`config.mk`:
```
export PLATFORM = sky130hd
export DESIGN_NAME = uart_frame_shift_register
export DESIGN_NICKNAME = d
export VERILOG_FILES = /design/src/rtl/uart_frame_shift_register_pkg.sv /design/src/rtl/uart_frame_shift_register_shift_reg.sv /design/src/rtl/uart_frame_shift_register.sv
export SDC_FILE = /design/constraint.sdc
export NUM_CORES = 1
export LEC_CHECK = 0
export CORE_UTILIZATION = 26
export DETAILED_ROUTE_END_ITERATION = 10
export PLACE_DENSITY = 0.59
export RECOVER_POWER = 100
export SYNTH_ARGS = -nofsm -noshare
export SYNTH_HDL_FRONTEND = slang
export SYNTH_SLANG_ARGS = --single-unit
```
`constraint.sdc`:
```
create_clock -name clock -period 1.2 [get_ports clock]
set_input_delay 0.24 -clock clock [delete_from_list [all_inputs] [get_ports clock]]
set_output_delay 0.24 -clock clock [all_outputs]
set_load 0.05 [all_outputs]
```
`src/rtl/uart_frame_shift_register_pkg.sv`:
```
// Shared UART constants, shift-register mode encodings and the frame-length helper.
// The transmitter, receiver and frame shift register all import this package.
package uart_pkg;

  localparam logic START_BIT  = 1'b0;
  localparam logic STOP_BIT   = 1'b1;
  localparam logic IDLE_LEVEL = 1'b1;

  localparam logic PAR_EVEN = 1'b0;
  localparam logic PAR_ODD  = 1'b1;

  // Encodings for the shift_register_n mode port.
  // 01 is unused and behaves as hold.
  typedef enum logic [1:0] {
    SR_HOLD  = 2'b00,
    SR_SHIFT = 2'b10,
    SR_LOAD  = 2'b11
  } sr_mode_e;

  function automatic int uart_frame_bits(input int data, input int par_en, input int stop);
    return 1 + data + par_en + stop;
  endfunction

endpackage

```
`src/rtl/uart_frame_shift_register_shift_reg.sv`:
```
// Generic right-shift register with hold/shift/load modes and a parameterised reset value.
// Serial data enters at the MSB; bit 0 is the first bit to leave.
module shift_register_n
  import uart_pkg::*;
#(
  parameter int               WIDTH = 11,
  parameter logic [WIDTH-1:0] INIT  = '1
) (
  input  logic             clock,
  input  logic             reset,
  input  logic [1:0]       mode,
  input  logic             serial_in,
  input  logic [WIDTH-1:0] parallel_in,
  output logic [WIDTH-1:0] parallel_out
);

  logic [WIDTH-1:0] reg_d;
  logic [WIDTH-1:0] reg_q;

  always_comb begin
    reg_d = reg_q;
    case (mode)
      SR_SHIFT: reg_d = {serial_in, reg_q[WIDTH-1:1]};
      SR_LOAD:  reg_d = parallel_in;
      default:  reg_d = reg_q;
    endcase
  end

  always_ff @(posedge clock) begin
    if (reset) begin
      reg_q <= INIT;
    end else begin
      reg_q <= reg_d;
    end
  end

  assign parallel_out = reg_q;

endmodule

```
`src/rtl/uart_frame_shift_register.sv`:
```
// UART frame shift register: builds TX frames, captures RX frames, counts shifts and
// checks parity/framing of the current contents. Controllers only sequence load/shift.
module uart_frame_shift_register
  import uart_pkg::*;
#(
  parameter int DATA_BITS  = 8,
  parameter int PARITY_EN  = 0,
  parameter int PARITY_ODD = 0,
  parameter int STOP_BITS  = 1,
  localparam int FRAME_BITS = uart_frame_bits(DATA_BITS, PARITY_EN, STOP_BITS),
  localparam int CW         = $clog2(FRAME_BITS + 1)
) (
  input  logic                  clock,
  input  logic                  reset,
  input  logic                  load,
  input  logic                  shift,
  input  logic [DATA_BITS-1:0]  data_in_p,
  input  logic                  data_in_s,
  output logic                  serial_out,
  output logic [FRAME_BITS-1:0] frame_out,
  output logic [DATA_BITS-1:0]  data_out,
  output logic [CW-1:0]         bit_count,
  output logic                  frame_full,
  output logic                  parity_error,
  output logic                  framing_error
);

  localparam logic          PAR_SEL   = (PARITY_ODD != 0) ? PAR_ODD : PAR_EVEN;
  localparam logic [CW-1:0] FULL_CNT  = CW'(FRAME_BITS);
  localparam int            PAR_POS   = DATA_BITS + 1;
  localparam int            STOP_LSB  = FRAME_BITS - STOP_BITS;

  logic [FRAME_BITS-1:0] frame_load;
  logic [FRAME_BITS-1:0] frame_q;
  logic [1:0]            sr_mode;
  logic                  tx_parity;
  logic [CW-1:0]         cnt_d;
  logic [CW-1:0]         cnt_q;
  logic [STOP_BITS-1:0]  stop_field;

  // Even parity XORs the data; odd parity inverts that.
  assign tx_parity = (^data_in_p) ^ PAR_SEL;

  always_comb begin
    frame_load = {FRAME_BITS{IDLE_LEVEL}};
    frame_load[0] = START_BIT;
    frame_load[DATA_BITS:1] = data_in_p;
    if (PARITY_EN != 0) begin
      frame_load[PAR_POS] = tx_parity;
    end
    for (int i = STOP_LSB; i < FRAME_BITS; i++) begin
      frame_load[i] = STOP_BIT;
    end
  end

  // Load beats shift beats hold.
  always_comb begin
    sr_mode = SR_HOLD;
    if (load) begin
      sr_mode = SR_LOAD;
    end else if (shift) begin
      sr_mode = SR_SHIFT;
    end
  end

  shift_register_n #(
    .WIDTH (FRAME_BITS),
    .INIT  ({FRAME_BITS{IDLE_LEVEL}})
  ) u_shift_reg (
    .clock        (clock),
    .reset        (reset),
    .mode         (sr_mode),
    .serial_in    (data_in_s),
    .parallel_in  (frame_load),
    .parallel_out (frame_q)
  );

  // Count saturates so frame_full stays high if the controller keeps shifting.
  always_comb begin
    cnt_d = cnt_q;
    if (load) begin
      cnt_d = '0;
    end else if (shift && (cnt_q != FULL_CNT)) begin
      cnt_d = cnt_q + CW'(1);
    end
  end

  always_ff @(posedge clock) begin
    if (reset) begin
      cnt_q <= '0;
    end else begin
      cnt_q <= cnt_d;
    end
  end

  assign stop_field = frame_q[FRAME_BITS-1:STOP_LSB];

  generate
    if (PARITY_EN != 0) begin : g_parity
      assign parity_error = ((^{frame_q[DATA_BITS:1], frame_q[PAR_POS]}) != PAR_SEL);
    end else begin : g_no_parity
      assign parity_error = 1'b0;
    end
  endgenerate

  assign framing_error = (frame_q[0] != START_BIT) ||
                         (stop_field != {STOP_BITS{STOP_BIT}});

  assign serial_out = frame_q[0];
  assign frame_out  = frame_q;
  assign data_out   = frame_q[DATA_BITS:1];
  assign bit_count  = cnt_q;
  assign frame_full = (cnt_q == FULL_CNT);

endmodule

```
==> results.sh <==
export IMPL_status="complete, but fails checks"
export IMPL_violations="design-rule violations, negative setup slack"
export IMPL_numCtsBuffers=3
export IMPL_fill_cells=271
export IMPL_p_clk_frac=0.201
export IMPL_drive_gt1_frac=0.568
export IMPL_hold_depth=2
export IMPL_die_h_um=57.8
export IMPL_p_sw_frac=0.334
export IMPL_cp_depth=5
export IMPL_slowest_delay_ps=370
export IMPL_num_antenna_cells=0
export IMPL_ys_async_sr_fraction=0
export IMPL_synth_top_area_frac=0.347
export IMPL_clock_sinks=14
export IMPL_avgRoutedWirePerCell_um=12.3
export IMPL_crit_path_end_kind="primary output"
export IMPL_place_gp_congestion=0.834
export IMPL_die_area_um2=3340
export IMPL_rsz0062_at_grt="true"
export IMPL_critical_path_cell_chain="inv_4 -> ha_4 -> nand3b_4 -> clkinvlp_4 -> buf_12"
export IMPL_cap_viol_max_count=0
export IMPL_ys_seq_area_frac=0.347
export IMPL_antenna_found_initial=0
export IMPL_seqPwrFrac=0.389
export IMPL_clk_latency_ps=270
export IMPL_grt_max_degree=12
export IMPL_viasPerCell=4.45
export IMPL_path_delay_family="flip-flops"
export IMPL_power_per_cell_area_nw_per_um2=863
export IMPL_synth_edf_count=0
export IMPL_grt_pass1_vias=657
export IMPL_slew_violations=0
export IMPL_finalSetupViolations=6
export IMPL_fin_crit_ps=1410
export IMPL_dp_cells=145
export IMPL_vias=694
export IMPL_synth_avg_cell_area_um2=10.4
export IMPL_drcViolationCount=2
export IMPL_final_cell_count_no_fill=156
export IMPL_drtAntennaViolNets=0
export IMPL_synth_cell_types=28
export IMPL_ys_flop_type="dfxtp_1"
export IMPL_cts_buffer_depth=2
export IMPL_whs_ps=557
export IMPL_clockRootBuffer="clkbuf_4"
export IMPL_synth_area_um2=808
export IMPL_internal_power_mw=0.887
export IMPL_synthCells=78
export IMPL_initial_core_util=0.283
export IMPL_arrival_ps=1170
export IMPL_clk_pin_slew_ps=90
export IMPL_grtUsageTotal=0.116
export IMPL_post_dp_hpwl_um=1430
export IMPL_io_pins=39
export IMPL_synth_top_area_cell="dfxtp_1"
export IMPL_ff2ff_path_depth=7
export IMPL_fin_area_um2=1540
export IMPL_fin_nets=141
export IMPL_p_leak_nw=0.722
export IMPL_path_buf_inv=3
export IMPL_wirelength_um=1920
export IMPL_row_count=19
export IMPL_ys_ff_latch=14
export IMPL_core_area_um2=2850
export IMPL_yosysWarningCount=0
export IMPL_worst_path_max_fanout=2
export IMPL_placed_cell_area_um2=1500
export IMPL_synthTopCellsByArea="dfxtp_1 35%, mux2i_1 12%, buf_4 9.3%"
export IMPL_pwr_share_comb=0.409
export IMPL_die_w_um=57.8
export IMPL_worst_slack_ps=-213
export IMPL_cts_tree="done"
export IMPL_hold_class="register to register"
export IMPL_syn_nets=93
export IMPL_grt_overflow_total=0
export IMPL_cp_slowest_cell="dfxtp_4"
export IMPL_finalCritPeriodShare=1.18
export IMPL_clock_skew_final_ps=5.89
export IMPL_finalHoldViolations=0
export IMPL_criticalPathCategory="register to primary output"
export IMPL_area_growth_pct=90.9
export IMPL_cp_required_ps=960
export IMPL_vdd_drop_max_v=0.000420
export IMPL_drt_pass1_iter_count=9
export IMPL_max_freq_mhz=708
export IMPL_htree_num_levels=1
export IMPL_port_buffers=37
export IMPL_p_switching_mw=0.445
export IMPL_first_iter_violations=10
export IMPL_grt_pass1_wl_um=2990
export IMPL_synth_most_common_cell="dfxtp_1"
export IMPL_start_kind="register"
export IMPL_synth_common_cells="14 x dfxtp_1, 10 x buf_4, 10 x mux2i_1, 9 x nand2b_1, 6 x mux2_2"
==> per-stage QoR <==
step	setup slack [ps]	util	power [mW]	TNS [ps]
final	-213	0.541	1.33	-659
after global routing	-261	0.541	1.39	-1050
after CTS	-226	0.549	1.36	-542
after detailed placement	-328	0.524	1.08	-3720
after global placement	-302	0.524	1.07	-3490
after floorplan	-349	-	0.821	-563
==> flip-flops by register name, indices dropped and copies added, names as in the netlist <==
| signal | flops |
|---|---|
| u_shift_reg.parallel_out | 10 |
| bit_count | 4 |
==> worst reg2reg max path: cells and delay by family, from the launching register on <==
kind                     cells  cell delay (ps)
adder cells (fa/ha/maj)      1              150
AO/OA/AOI/OAI                1              120
flip-flops                   1              370
buffers and inverters        3              300
AND/OR/NAND/NOR              2              380
==> path summary, 6_finish.rpt <==
kind / start / to / slack, ps
worst max-delay path: bit_count[0] / frame_full / -210
worst min-delay path: u_shift_reg.parallel_out[9] / u_shift_reg.parallel_out[9] / 560
worst max register to register: bit_count[0] / bit_count[2] / -180
worst min register to register: u_shift_reg.parallel_out[9] / u_shift_reg.parallel_out[9] / 560
==> what timing repair did <==
action / 4_1_cts / 5_1_grt
pin swaps: 1 / 0
resized for setup: 7 / 6
hold buffers: 0 / 0
endpoints found under the setup margin: 10 / 12
setup buffers: 4 / 3
==> cells in the final DEF (no fill, tap or decap), types with 2 or more instances in the layout <==
master	synthesis	layout
dfxtp_4	0	3
dfxtp_1	14	6
dfxtp_2	0	5
a21boi_1	1	2
buf_4	10	17
mux2_4	2	2
clkbuf_4	0	4
mux2i_1	10	10
nand2_1	3	3
clkdlybuf4s50_1	0	11
mux2_2	6	6
buf_12	1	22
buf_6	1	3
nand2b_1	9	8
nor2_1	2	2
==> power by group through the flow <==
stage | combinational (mW) | clock (mW) | sequential, mW
5_1_grt | 0.566 | 0.306 | 0.521
4_1_cts | 0.559 | 0.279 | 0.522
2_1_floorplan | 0.220 | 0 | 0.601
6_report | 0.545 | 0.268 | 0.518
3_3_place_gp | 0.538 | 0 | 0.536
3_5_place_dp | 0.543 | 0 | 0.537
==> cells by family after synthesis <==
| logic type | Yosys count | share of synthesized area |
|---|---|---|
| xor+xnor | 1 | 0.0108 |
| simple gates | 20 | 0.159 |
| other cells | 1 | 0.00464 |
| buf+inv | 16 | 0.152 |
| compound gates | 6 | 0.0511 |
| fa+ha+maj | 2 | 0.0310 |
| flops | 14 | 0.347 |
| mux | 18 | 0.245 |
==> routing by layer <==
metal	wire (µm)	vias up	GRT usage	share of wire
met1	807	326	0.134	0.42
met4	0	0	0.0306	0
met2	990	25	0.208	0.51
li1	-	343	-	-
met5	0	-	0	0
met3	124	0	0.0335	0.064
==> layout make-up <==
| cell class | instances | area, µm² | area share |
|---|---|---|---|
| Clock buffer | 3 | 22.5 | 0.0146 |
| Clock inverter | 1 | 3.75 | 0.00243 |
| Inverter | 2 | 13.8 | 0.00892 |
| Multi-Input combinational cell | 48 | 429 | 0.278 |
| Sequential cell | 14 | 298 | 0.193 |
| Tap cell | 31 | 38.8 | 0.0251 |
| Timing Repair Buffer | 57 | 737 | 0.478 |
(Power assumes the default switching activity.)
